==> src/rtl/cpu_pkg.sv <==
// Shared definitions for the execution unit: opcodes, FSM states, flag layout
// and small opcode-decode helpers.
package cpu_pkg;

    localparam logic [7:0] OP_NOP = 8'h00;
    localparam logic [7:0] OP_LDI = 8'h01;
    localparam logic [7:0] OP_ADD = 8'h02;
    localparam logic [7:0] OP_SUB = 8'h03;
    localparam logic [7:0] OP_AND = 8'h04;
    localparam logic [7:0] OP_OR  = 8'h05;
    localparam logic [7:0] OP_XOR = 8'h06;
    localparam logic [7:0] OP_MUL = 8'h07;
    localparam logic [7:0] OP_ST  = 8'h08;
    localparam logic [7:0] OP_SHL = 8'h09;

    // Bit positions inside the {N,C,Z} flag vector.
    localparam int FLAG_Z = 0;
    localparam int FLAG_C = 1;
    localparam int FLAG_N = 2;

    typedef enum logic [1:0] {
        ST_IDLE = 2'd0,
        ST_EXEC = 2'd1,
        ST_MUL  = 2'd2,
        ST_DONE = 2'd3
    } state_t;

    function automatic logic op_is_alu(input logic [7:0] op);
        return (op == OP_ADD) || (op == OP_SUB) || (op == OP_AND) ||
               (op == OP_OR)  || (op == OP_XOR) || (op == OP_SHL);
    endfunction

    function automatic logic op_is_legal(input logic [7:0] op);
        return op <= OP_SHL;
    endfunction

    function automatic logic [2:0] pack_flags(input logic n, input logic c, input logic z);
        logic [2:0] f;
        f         = '0;
        f[FLAG_N] = n;
        f[FLAG_C] = c;
        f[FLAG_Z] = z;
        return f;
    endfunction

endpackage

==> src/rtl/cpu_exec_unit_if.sv <==
// Sequencer-to-execution-unit bus: command/operand controls in, result and
// status pulses out.
interface cpu_exec_unit_if #(
    parameter int DATA_W   = 8,
    parameter int NUM_REGS = 16
) ();

    logic [NUM_REGS-1:0] reg_enable;
    logic [7:0]          opcode;
    logic                a_enable;
    logic                b_enable;
    logic                start;
    logic [DATA_W-1:0]   imm;
    logic [DATA_W-1:0]   result;
    logic [2:0]          flags;
    logic                busy;
    logic                done;
    logic                err;

    modport master (
        output reg_enable, opcode, a_enable, b_enable, start, imm,
        input  result, flags, busy, done, err
    );

    modport slave (
        input  reg_enable, opcode, a_enable, b_enable, start, imm,
        output result, flags, busy, done, err
    );

endinterface

==> src/rtl/cpu_regfile.sv <==
// General-purpose register file: one-hot select shared by the single write
// port and the combinational read port.
module cpu_regfile #(
    parameter int DATA_W   = 8,
    parameter int NUM_REGS = 16
) (
    input  logic                clk,
    input  logic                reset,
    input  logic [NUM_REGS-1:0] sel_i,
    input  logic                we_i,
    input  logic [DATA_W-1:0]   wdata_i,
    output logic [DATA_W-1:0]   rdata_o
);

    logic [DATA_W-1:0] regs_q [NUM_REGS];

    always_ff @(posedge clk) begin
        if (reset) begin
            for (int i = 0; i < NUM_REGS; i++) begin
                regs_q[i] <= '0;
            end
        end else if (we_i) begin
            for (int i = 0; i < NUM_REGS; i++) begin
                if (sel_i[i]) begin
                    regs_q[i] <= wdata_i;
                end
            end
        end
    end

    // Read returns pre-edge contents, so a same-cycle load sees the old value.
    always_comb begin
        rdata_o = '0;
        for (int i = 0; i < NUM_REGS; i++) begin
            if (sel_i[i]) begin
                rdata_o = rdata_o | regs_q[i];
            end
        end
    end

endmodule

==> src/rtl/cpu_exec_unit.sv <==
// Execution unit: operand latches, single-cycle ALU, shift-add multiplier and
// the issue/complete FSM in front of the register file.
//
//   state   | meaning
//   IDLE    | accepts loads, LDI/ST and start
//   EXEC    | single-cycle ALU op in flight (busy)
//   MUL     | shift-add multiply, one iteration per cycle (busy)
//   DONE    | done pulse, back to IDLE next cycle
module cpu_exec_unit import cpu_pkg::*; #(
    parameter int DATA_W   = 8,
    parameter int NUM_REGS = 16
) (
    input  logic           clk,
    input  logic           reset,
    cpu_exec_unit_if.slave bus
);

    localparam int CNT_W = (DATA_W > 1) ? $clog2(DATA_W) : 1;

    state_t                  state_q;
    logic [7:0]              op_q;
    logic [DATA_W-1:0]       a_q, b_q;
    logic [DATA_W-1:0]       a_d, b_d;
    logic [DATA_W-1:0]       result_q;
    logic [2:0]              flags_q;
    logic                    busy_q, done_q, err_q;
    logic [2*DATA_W-1:0]     acc_q, acc_d, mcand_q;
    logic [DATA_W-1:0]       mplier_q;
    logic [CNT_W-1:0]        cnt_q;

    logic                    is_idle;
    logic                    sel_onehot;
    logic                    op_ldi, op_st;
    logic                    access_req;
    logic                    err_d;
    logic                    rf_we;
    logic [DATA_W-1:0]       rf_wdata;
    logic [DATA_W-1:0]       rf_rdata;

    logic [DATA_W:0]         sum;
    logic [DATA_W-1:0]       alu_res;
    logic                    alu_c;
    logic [DATA_W-1:0]       mul_res;
    logic                    mul_c;

    assign is_idle    = (state_q == ST_IDLE);
    assign sel_onehot = (bus.reg_enable != '0) &&
                        ((bus.reg_enable & (bus.reg_enable - NUM_REGS'(1))) == '0);
    assign op_ldi     = (bus.opcode == OP_LDI);
    assign op_st      = (bus.opcode == OP_ST);
    assign access_req = bus.a_enable | bus.b_enable | (bus.start & (op_ldi | op_st));
    assign err_d      = is_idle & ((access_req & ~sel_onehot) |
                                   (bus.start & ~op_is_legal(bus.opcode)));

    assign rf_we    = is_idle & bus.start & sel_onehot & (op_ldi | op_st);
    assign rf_wdata = op_ldi ? bus.imm : result_q;

    assign a_d = (is_idle && bus.a_enable && sel_onehot) ? rf_rdata : a_q;
    assign b_d = (is_idle && bus.b_enable && sel_onehot) ? rf_rdata : b_q;

    cpu_regfile #(
        .DATA_W   (DATA_W),
        .NUM_REGS (NUM_REGS)
    ) u_regfile (
        .clk     (clk),
        .reset   (reset),
        .sel_i   (bus.reg_enable),
        .we_i    (rf_we),
        .wdata_i (rf_wdata),
        .rdata_o (rf_rdata)
    );

    always_comb begin
        sum     = '0;
        alu_res = '0;
        alu_c   = 1'b0;
        case (op_q)
            OP_ADD: begin
                sum     = {1'b0, a_q} + {1'b0, b_q};
                alu_res = sum[DATA_W-1:0];
                alu_c   = sum[DATA_W];
            end
            OP_SUB: begin
                alu_res = a_q - b_q;
                alu_c   = (a_q < b_q);
            end
            OP_AND: alu_res = a_q & b_q;
            OP_OR:  alu_res = a_q | b_q;
            OP_XOR: alu_res = a_q ^ b_q;
            OP_SHL: begin
                alu_res = {a_q[DATA_W-2:0], 1'b0};
                alu_c   = a_q[DATA_W-1];
            end
            default: ;
        endcase
    end

    assign acc_d   = acc_q + (mplier_q[0] ? mcand_q : '0);
    assign mul_res = acc_d[DATA_W-1:0];
    assign mul_c   = |acc_d[2*DATA_W-1:DATA_W];

    always_ff @(posedge clk) begin
        if (reset) begin
            state_q  <= ST_IDLE;
            op_q     <= OP_NOP;
            a_q      <= '0;
            b_q      <= '0;
            result_q <= '0;
            flags_q  <= '0;
            busy_q   <= 1'b0;
            done_q   <= 1'b0;
            err_q    <= 1'b0;
            acc_q    <= '0;
            mcand_q  <= '0;
            mplier_q <= '0;
            cnt_q    <= '0;
        end else begin
            a_q    <= a_d;
            b_q    <= b_d;
            done_q <= 1'b0;
            err_q  <= err_d;
            case (state_q)
                ST_IDLE: begin
                    if (bus.start) begin
                        op_q <= bus.opcode;
                        if (op_is_alu(bus.opcode)) begin
                            state_q <= ST_EXEC;
                            busy_q  <= 1'b1;
                        end else if (bus.opcode == OP_MUL) begin
                            state_q  <= ST_MUL;
                            busy_q   <= 1'b1;
                            acc_q    <= '0;
                            mcand_q  <= {{DATA_W{1'b0}}, a_d};
                            mplier_q <= b_d;
                            cnt_q    <= CNT_W'(DATA_W - 1);
                        end
                    end
                end
                ST_EXEC: begin
                    result_q <= alu_res;
                    flags_q  <= pack_flags(alu_res[DATA_W-1], alu_c, alu_res == '0);
                    busy_q   <= 1'b0;
                    done_q   <= 1'b1;
                    state_q  <= ST_DONE;
                end
                ST_MUL: begin
                    acc_q    <= acc_d;
                    mcand_q  <= mcand_q << 1;
                    mplier_q <= mplier_q >> 1;
                    cnt_q    <= cnt_q - CNT_W'(1);
                    if (cnt_q == '0) begin
                        result_q <= mul_res;
                        flags_q  <= pack_flags(mul_res[DATA_W-1], mul_c, mul_res == '0);
                        busy_q   <= 1'b0;
                        done_q   <= 1'b1;
                        state_q  <= ST_DONE;
                    end
                end
                ST_DONE: state_q <= ST_IDLE;
                default: state_q <= ST_IDLE;
            endcase
        end
    end

    assign bus.result = result_q;
    assign bus.flags  = flags_q;
    assign bus.busy   = busy_q;
    assign bus.done   = done_q;
    assign bus.err    = err_q;

endmodule

==> src/flat_wrapper.sv <==
// flat-port wrapper written by rule: the top's interface ports become plain ports
module cpu_exec_unit_flat import cpu_pkg::*;
#(
    parameter int DATA_W   = 8,
    parameter int NUM_REGS = 16
)
  (clk, reset, bus_reg_enable, bus_opcode, bus_a_enable, bus_b_enable, bus_start, bus_imm, bus_result, bus_flags, bus_busy, bus_done, bus_err);
  cpu_exec_unit_if #(.DATA_W(DATA_W), .NUM_REGS(NUM_REGS)) bus_i ();
  input  logic clk;
  input  logic reset;
  input wire logic [$bits(bus_i.reg_enable)-1:0] bus_reg_enable;
  input wire logic [$bits(bus_i.opcode)-1:0] bus_opcode;
  input wire logic [$bits(bus_i.a_enable)-1:0] bus_a_enable;
  input wire logic [$bits(bus_i.b_enable)-1:0] bus_b_enable;
  input wire logic [$bits(bus_i.start)-1:0] bus_start;
  input wire logic [$bits(bus_i.imm)-1:0] bus_imm;
  output wire logic [$bits(bus_i.result)-1:0] bus_result;
  output wire logic [$bits(bus_i.flags)-1:0] bus_flags;
  output wire logic [$bits(bus_i.busy)-1:0] bus_busy;
  output wire logic [$bits(bus_i.done)-1:0] bus_done;
  output wire logic [$bits(bus_i.err)-1:0] bus_err;
  assign bus_i.reg_enable = bus_reg_enable;
  assign bus_i.opcode = bus_opcode;
  assign bus_i.a_enable = bus_a_enable;
  assign bus_i.b_enable = bus_b_enable;
  assign bus_i.start = bus_start;
  assign bus_i.imm = bus_imm;
  assign bus_result = bus_i.result;
  assign bus_flags = bus_i.flags;
  assign bus_busy = bus_i.busy;
  assign bus_done = bus_i.done;
  assign bus_err = bus_i.err;
  cpu_exec_unit #(.DATA_W(DATA_W), .NUM_REGS(NUM_REGS)) u_core (.clk(clk), .reset(reset), .bus(bus_i));
endmodule
==> config.mk <==
export PLATFORM = sky130hd
export DESIGN_NAME = cpu_exec_unit_flat
export DESIGN_NICKNAME = d
export VERILOG_FILES = /design/src/rtl/cpu_pkg.sv /design/src/rtl/cpu_exec_unit_if.sv /design/src/rtl/cpu_regfile.sv /design/src/rtl/cpu_exec_unit.sv /design/src/flat_wrapper.sv
export SDC_FILE = /design/constraint.sdc
export NUM_CORES = 1
export LEC_CHECK = 0
export BUFFER_PORTS_ARGS = -buffer_cell sky130_fd_sc_hd__buf_2
export CAP_MARGIN = 20
export CORE_MARGIN = 5
export CORE_UTILIZATION = 50
export DETAILED_ROUTE_END_ITERATION = 12
export PLACE_DENSITY = 0.73
export SLEW_MARGIN = 25
export SYNTH_ARGS = -nofsm -noshare
export SYNTH_HDL_FRONTEND = slang
export SYNTH_SLANG_ARGS = --single-unit
==> constraint.sdc <==
create_clock -name clk -period 5.4 [get_ports clk]
set_input_delay 1.08 -clock clk [delete_from_list [all_inputs] [get_ports clk]]
set_output_delay 1.08 -clock clk [all_outputs]
set_load 0.05 [all_outputs]
==> summary.md, run 1 <==
| Metric | Value |
|---|---|
| Outcome | `finished clean` |
| Hold Crit Class | `reg -> reg` |
| CP Cell Sequence | `buf_2, or4_1, o41ai_1, o2111ai_1, a2111oi_4, nand2_1, nor3_4, buf_4, a21o_1` |
| Post-CTS resize count | `0` |
| Nets | `1101` |
| Crit. End Element | `register` |
| Root Buffer Master | `clkbuf_16` |
| Setup violators final | `0` |
| Vias in the first global route | `7475` |
| RSZ-0062 raised after global routing | `false` |
| Die height | `158 um` |
| Initial antenna violation count | `0` |
| Post-route ant nets | `0` |
| Synth warn | `0` |
| Achievable frequency | `roughly 240 MHz` |
| Synthesis-stage register bit count | `210` |
| TritonCTS Buffers | `23` |
| Clock-pin slew of the registers on the worst-case setup and hold paths | `60 ps` |
| Gr usage total | `0.234` |
| Slowest cell on the critical path | `or4_1` |
| CTS tree | `yes` |
| Crit Path Class | `in -> reg` |
| Die width | `158 um` |
| Final worst path period share | `0.760` |
| Setup_tns | `0 ps` |
| WHS Path Cells | `2` |
| Total grt overflow | `0` |
| Non-Filler Instances | `1314` |
| Max Cap Viol | `0` |
| Async SR Flop Fraction | `0` |
| Number of synthesized flops with an enable pin | `128` |
| Sequential area share after synthesis | `0.503` |
| Leakage | `between 4 and 5 nW` |
| Mapped Nets | `around 1100` |
| Htree depth | `1` |
| Pwr/cell area | `302 mW/mm2` |
| Max VDD drop | `204 uV` |
| Post-Syn Area | `0.0109 mm2` |
| Initial drt markers | `roughly 1100` |
| Rows | `54` |
| Measured slew at the worst slew-check pin | `965 ps` |
| First-pass GRT wire length | `44800 um` |
| End of the worst register-to-register path | `u_core.mcand_q[11]$_SDFFE_PP0P_` |
| Type of origin of the critical path | `primary input` |
| Initial Util | `0.503` |
| Internal reg-to-reg setup slack | `2190 ps` |
| Min-Delay Endpoint | `u_core.op_q[4]$_SDFFE_PP0P_` |
| Largest net degree at the start of global routing | `66` |
| Synthesized area per cell | `10.9 um2` |
| Die ar. | `0.0249 mm2` |
| RePlAce Congestion | `0.994` |
| Main synth FF type | `edfxtp_1` |
| Clock sink count | `210` |
| Final Max Slew Viols | `0` |
| Cts hold-fix bufs | `0` |
| Fin crit period | `roughly 4100 ps` |
| Core ar. | `between 0.02 and 0.025 mm2` |
| I/O Buffers | `50` |
| Reg2Reg Depth | `9` |
| Rel. slew slack | `0.354` |
| Residual DRC | `0` |
| Inst Count DP | `1272` |
| Area grow syn2layout | `9.50%` |
| Max Clock Skew | `21.3 ps` |
| DR pass1 iterations | `5` |
| Ant. Diodes | `0` |
| Total wire length | `29600 um` |
| Worst r2r src | `u_core.state_q[1]$_SDFFE_PP0P_` |
| Avg WL per Cell | `between 20 and 25 um` |
| Vias per cell | `6.24` |
| Hold Crit Start | `u_core.op_q[4]$_SDFFE_PP0P_` |
| Max stage delay on crit path | `660 ps` |
| Worst Path Required | `5590 ps` |
| Worst EP arrival | `4290 ps` |
| IO Count | `51` |
| Worst-skew pair later-pin latency | `520 ps` |
| Post-synthesis cell count | `999` |
| DP HPWL | `21200 um` |
| Post-CTS Setup Inserts | `0` |
| Final Hold Vio Count | `0` |
| Max Root-Sink Buffers | `3` |
| Vias | `8195` |
| Share of layout cells above drive strength 1 | `0.119` |
| Synth unique cells | `72` |
| Fill cells | `1881` |
| CP max FO | `20` |
-- placed cells by master (no fill, tap or decap), types with 44 or more instances in the layout --
cell type	n
a21oi_1	50
a22o_1	49
and2_1	97
buf_2	49
dfxtp_1	82
edfxtp_1	128
ha_1	44
nand2_1	58
nor2_1	55
-- worst max-delay path: cells and delay by family --
kind	cells	cell delay, ps
compound gates	4	1610
simple gates	3	1090
buf+inv	2	500
-- logic make-up (layout without fill, tap and decap cells) --
group / count (synthesis) / after routing / share of synthesized area
buffers and inverters: 99 / 134 / 0.0459
multiplexers: 32 / 32 / 0.0293
AO/OA/AOI/OAI: 280 / 280 / 0.188
adder cells (fa/ha/maj): 48 / 48 / 0.0569
XOR/XNOR: 17 / 17 / 0.0136
AND/OR/NAND/NOR: 313 / 313 / 0.164
flip-flops: 210 / 210 / 0.503
-- state kept, by name (all words and copies together), names as in the netlist --
signal	flops
u_core.u_regfile.regs_q	128
u_core.acc_q	16
u_core.mcand_q	16
u_core.a_q	8
u_core.b_q	8
u_core.mplier_q	8
u_core.op_q	8
u_core.bus.result	7
u_core.bus.flags	3
u_core.cnt_q	3
u_core.state_q	2
u_core.bus.busy	1
u_core.bus.done	1
u_core.bus.err	1
-- through the flow --
step	power [mW]	hold slack, ps	worst slack [ps]	cell area, um2	util
finish	3.61	453	1300	12000	0.551
global route	3.72	481	1220	12000	0.551
CTS	3.62	454	1380	12000	0.551
detailed placement	2.12	445	856	11200	0.517
global placement	2.11	434	937	11200	0.517
floorplan	2.02	417	1340	10900	-
-- power breakdown --
| part | total, mW | switching, mW | leakage [nW] | internal (mW) |
|---|---|---|---|---|
| clock | 1.52 | 0.640 | 0.367 | 0.881 |
| combinational | 0.307 | 0.220 | 2.43 | 0.0875 |
| sequential | 1.79 | 0.0359 | 1.98 | 1.75 |
-- worst max path at each step --
stage | start | to | depth (start not counted)
finish | bus_reg_enable[5] | u_core.u_regfile.regs_q[1][16]$_DFFE_PP_ | 9
global route | bus_reg_enable[5] | u_core.u_regfile.regs_q[1][2]$_SDFFCE_PN0P_ | 9
CTS | bus_reg_enable[5] | u_core.u_regfile.regs_q[1][47]$_DFFE_PP_ | 7
detailed placement | bus_reg_enable[3] | u_core.u_regfile.regs_q[0][11]$_SDFFCE_PN0P_ | 9
global placement | bus_reg_enable[5] | u_core.u_regfile.regs_q[0][58]$_SDFFCE_PN0P_ | 9
floorplan | bus_reg_enable[3] | u_core.u_regfile.regs_q[0][0]$_SDFFCE_PN0P_ | 10
-- cells in the mapped netlist, types with 10 or more instances --
| master | number | area share |
|---|---|---|
| xor2_1 | 12 | 0.0096 |
| nor3_1 | 11 | 0.0050 |
| nand3_1 | 14 | 0.0064 |
| a22o_1 | 49 | 0.039 |
| clkbuf_1 | 46 | 0.016 |
| and2_1 | 97 | 0.056 |
| nor2_1 | 56 | 0.019 |
| a22oi_1 | 10 | 0.0069 |
| mux2i_1 | 32 | 0.029 |
| a21o_1 | 17 | 0.012 |
| dfxtp_1 | 82 | 0.15 |
| edfxtp_1 | 128 | 0.35 |
| a21oi_1 | 50 | 0.023 |
| o22ai_1 | 13 | 0.0075 |
| nand4_1 | 10 | 0.0057 |
| ha_1 | 44 | 0.050 |
| a221oi_1 | 35 | 0.028 |
| inv_1 | 34 | 0.012 |
| o21ai_0 | 35 | 0.016 |
| nand2_1 | 58 | 0.020 |
| nand2b_1 | 10 | 0.0057 |
-- layer usage --
metal	GRT usage	up-vias	wire length, um
met3	0.0342	66	2640
met5	0	-	0
li1	-	3786	-
met1	0.338	3923	12700
met2	0.366	420	13400
met4	0.0705	0	914
-- area by class of cell --
type                       count  area, um2  area share
tap                          280        350      0.0293
clock buffer                  34        681      0.0570
sequential                   210       5490       0.459
multi-input combinational    690       4940       0.413
inverter                      34        128      0.0107
clock inverter                 8       57.6     0.00482
timing repair buffer          58        313      0.0262
Note: power is estimated with default switching activity, not from simulation.
==> run 2, diff against run 1 <==
--- a/config.mk
+++ b/config.mk
@@ -10,7 +10,7 @@
 export CORE_MARGIN = 5
 export CORE_UTILIZATION = 50
 export DETAILED_ROUTE_END_ITERATION = 12
-export PLACE_DENSITY = 0.73
+export PLACE_DENSITY = 0.76
 export SLEW_MARGIN = 25
 export SYNTH_ARGS = -nofsm -noshare
 export SYNTH_HDL_FRONTEND = slang
==> constraint.sdc (replaced) <==
create_clock -name clk -period 3.5 [get_ports clk]
set_input_delay 0.7 -clock clk [delete_from_list [all_inputs] [get_ports clk]]
set_output_delay 0.7 -clock clk [all_outputs]
set_load 0.05 [all_outputs]
==> run 2 against run 1 <==
Hold slack lost 6.1 ps. Cell count is 2.4% higher. Count of clock-buffer cells in the layout decreased by 6. Global-route usage up 0.24 points. Via count grew 1.3%. Die area is the same. Critical path depth grew 2. Cell area rose by 3.4%.
==> summary.md, run 2 (synthesis results as in run 1) <==
| Metric | Value |
|---|---|
| CP max FO | `4` |
| Rel. slew slack | `0.394` |
| First-pass GRT wire length | `45700 um` |
| Gr usage total | `0.236` |
| Leakage | `4.96 nW` |
| Outcome | `finished clean` |
| RSZ-0062 raised after global routing | `false` |
| DR pass1 iterations | `7` |
| Pwr/cell area | `451 mW/mm2` |
| Crit Path Class | `reg -> reg` |
| Final Max Slew Viols | `0` |
| Slowest cell on the critical path | `or3b_2` |
| Post-CTS resize count | `0` |
| Post-CTS Setup Inserts | `0` |
| Die width | `158 um` |
| Achievable frequency | `between 300 and 400 MHz` |
| Area grow syn2layout | `13.3%` |
| Worst-skew pair later-pin latency | `approximately 530 ps` |
| Vias | `8304` |
| Total grt overflow | `0` |
| Ant. Diodes | `0` |
| RePlAce Congestion | `0.927` |
| Max Clock Skew | `approximately 26 ps` |
| Worst Path Required | `approximately 3900 ps` |
| Fin crit period | `3050 ps` |
| Core ar. | `around 0.022 mm2` |
| Cts hold-fix bufs | `0` |
| Hold Crit Start | `bus_opcode[7]` |
| Clock-pin slew of the registers on the worst-case setup and hold paths | `about 60 ps` |
| Min-Delay Endpoint | `u_core.op_q[7]$_SDFFE_PP0P_` |
| Internal reg-to-reg setup slack | `about 450 ps` |
| Total wire length | `between 20000 and 30000 um` |
| Nets | `between 1000 and 1500` |
| Initial drt markers | `approximately 760` |
| Most flops, register | `u_core.u_regfile.regs_q` |
| Initial Util | `0.503` |
| Post-route ant nets | `0` |
| Crit. End Element | `register` |
| Measured slew at the worst slew-check pin | `910 ps` |
| Max stage delay on crit path | `roughly 460 ps` |
| TritonCTS Buffers | `23` |
| Max Root-Sink Buffers | `3` |
| Vias per cell | `about 6.2` |
| Worst r2r src | `u_core.a_q[0]$_SDFF_PP0_` |
| CP Cell Sequence | `inv_1, ha_1, inv_1, fa_1, or3b_2, a311oi_1, nor3_1, o31ai_1, nand3_1, or2_2, o32ai_1` |
| Fill cells | `1815` |
| CP most frequent cell | `inv_1` |
| Hold Crit Class | `in -> reg` |
| Cell family with most CP delay | `simple AND/OR/NAND/NOR gates` |
| Setup violators final | `0` |
| Share of layout cells above drive strength 1 | `0.159` |
| Highest-count cells in the layout ignoring fill and taps | `edfxtp_1, and2_1, dfxtp_1` |
| Biggest regs | `u_core.u_regfile.regs_q: 128 flops, u_core.acc_q: 16 flops, u_core.mcand_q: 16 flops` |
| Max Cap Viol | `0` |
| Die ar. | `around 0.025 mm2` |
| Die height | `~160 um` |
| Worst EP arrival | `3470 ps` |
| Max VDD drop | `385 uV` |
| CTS tree | `yes` |
| Largest net degree at the start of global routing | `66` |
| Rows | `54` |
| Commonest non-fill, non-tap cell in the layout | `edfxtp_1` |
| Final Total Pwr | `approximately 5.6 mW` |
| DP HPWL | `20000 um` |
| Total buffers and inverters traversed by the critical path | `2` |
| Initial antenna violation count | `0` |
| Vias in the first global route | `between 8000 and 9000` |
| Residual DRC | `0` |
| End of the worst register-to-register path | `u_core.bus.flags[0]$_SDFFE_PP0P_` |
| Clock sink count | `210` |
| I/O Buffers | `50` |
| Root Buffer Master | `clkbuf_16` |
| WHS Path Cells | `3` |
| Setup_tns | `0 ps` |
| Post-layout util | `0.570` |
| Reg2Reg Depth | `11` |
| Final worst path period share | `0.872` |
| Htree depth | `1` |
| Final Hold Vio Count | `0` |
| IO Count | `51` |
| Max reg flops | `approximately 130` |
| Type of origin of the critical path | `register` |
| Avg WL per Cell | `21.8 um` |
-- run 2: cell types whose count changed in the layout (fill, tap and decap cells not counted), sizes merged --
| cell | previous run | this run |
|---|---|---|
| clkinvlp | 1 | 3 |
| buf | 58 | 93 |
| clkbuf | 34 | 28 |
| bufinv | 0 | 1 |
-- run 2: routing by layer --
layer	up-vias	track usage	wire length, um
met3	69	0.0388	2120
met4	0	0.0897	1100
met1	4020	0.319	12100
met2	353	0.383	14100
li1	3862	-	-
met5	-	0	0
-- run 2: final cells by class --
type	instances	area [um2]	area share
Sequential cell	210	5490	0.444
Multi-Input combinational cell	690	5030	0.407
Timing Repair Buffer	93	651	0.0526
Clock buffer	28	614	0.0497
Tap cell	280	350	0.0283
Inverter	34	128	0.0103
Clock inverter	11	105	0.00850
-- run 2: worst reg2reg max path, delay by kind of cell (launching register included) --
kind                       cells  cell delay (ps)
DFF                            1              400
adders and majority gates      2              430
and+or+nand+nor                4             1110
AOI/OAI and AO/OA              3              840
buffers and inverters          2              190
-- run 2: worst max-delay path by stage --
stage | depth (start not counted) | slack [ps] | start | to
after detailed placement | 10 | -50 | bus_reg_enable[9] | u_core.u_regfile.regs_q[1][14]$_SDFFCE_PN0P_
after global placement | 10 | -20 | bus_reg_enable[9] | u_core.u_regfile.regs_q[1][15]$_SDFFCE_PN0P_
after CTS | 11 | 470 | u_core.a_q[0]$_SDFF_PP0_ | u_core.bus.flags[0]$_SDFFE_PP0P_
final | 11 | 450 | u_core.a_q[0]$_SDFF_PP0_ | u_core.bus.flags[0]$_SDFFE_PP0P_
after floorplan | 10 | 0.4 | bus_reg_enable[3] | u_core.u_regfile.regs_q[0][16]$_SDFFCE_PN0P_
after global routing | 11 | 220 | u_core.a_q[0]$_SDFF_PP0_ | u_core.bus.flags[0]$_SDFFE_PP0P_
-- run 2: through the flow --
step	setup slack (ps)	instances	instance area [um2]	hold WS (ps)
floorplan	0.407	999	11000	417
global placement	-19.2	1307	11600	433
detailed placement	-52.4	1307	11600	448
CTS	471	1346	12400	435
global route	220	1346	12400	440
finish	449	1346	12400	447
-- run 2: power breakdown --
| group | internal [mW] | total, mW | switching (mW) |
|---|---|---|---|
| registers | 2.70 | 2.74 | 0.0411 |
| clock network | 1.33 | 2.30 | 0.972 |
| logic | 0.166 | 0.534 | 0.369 |
| total | 4.19 | 5.57 | 1.38 |
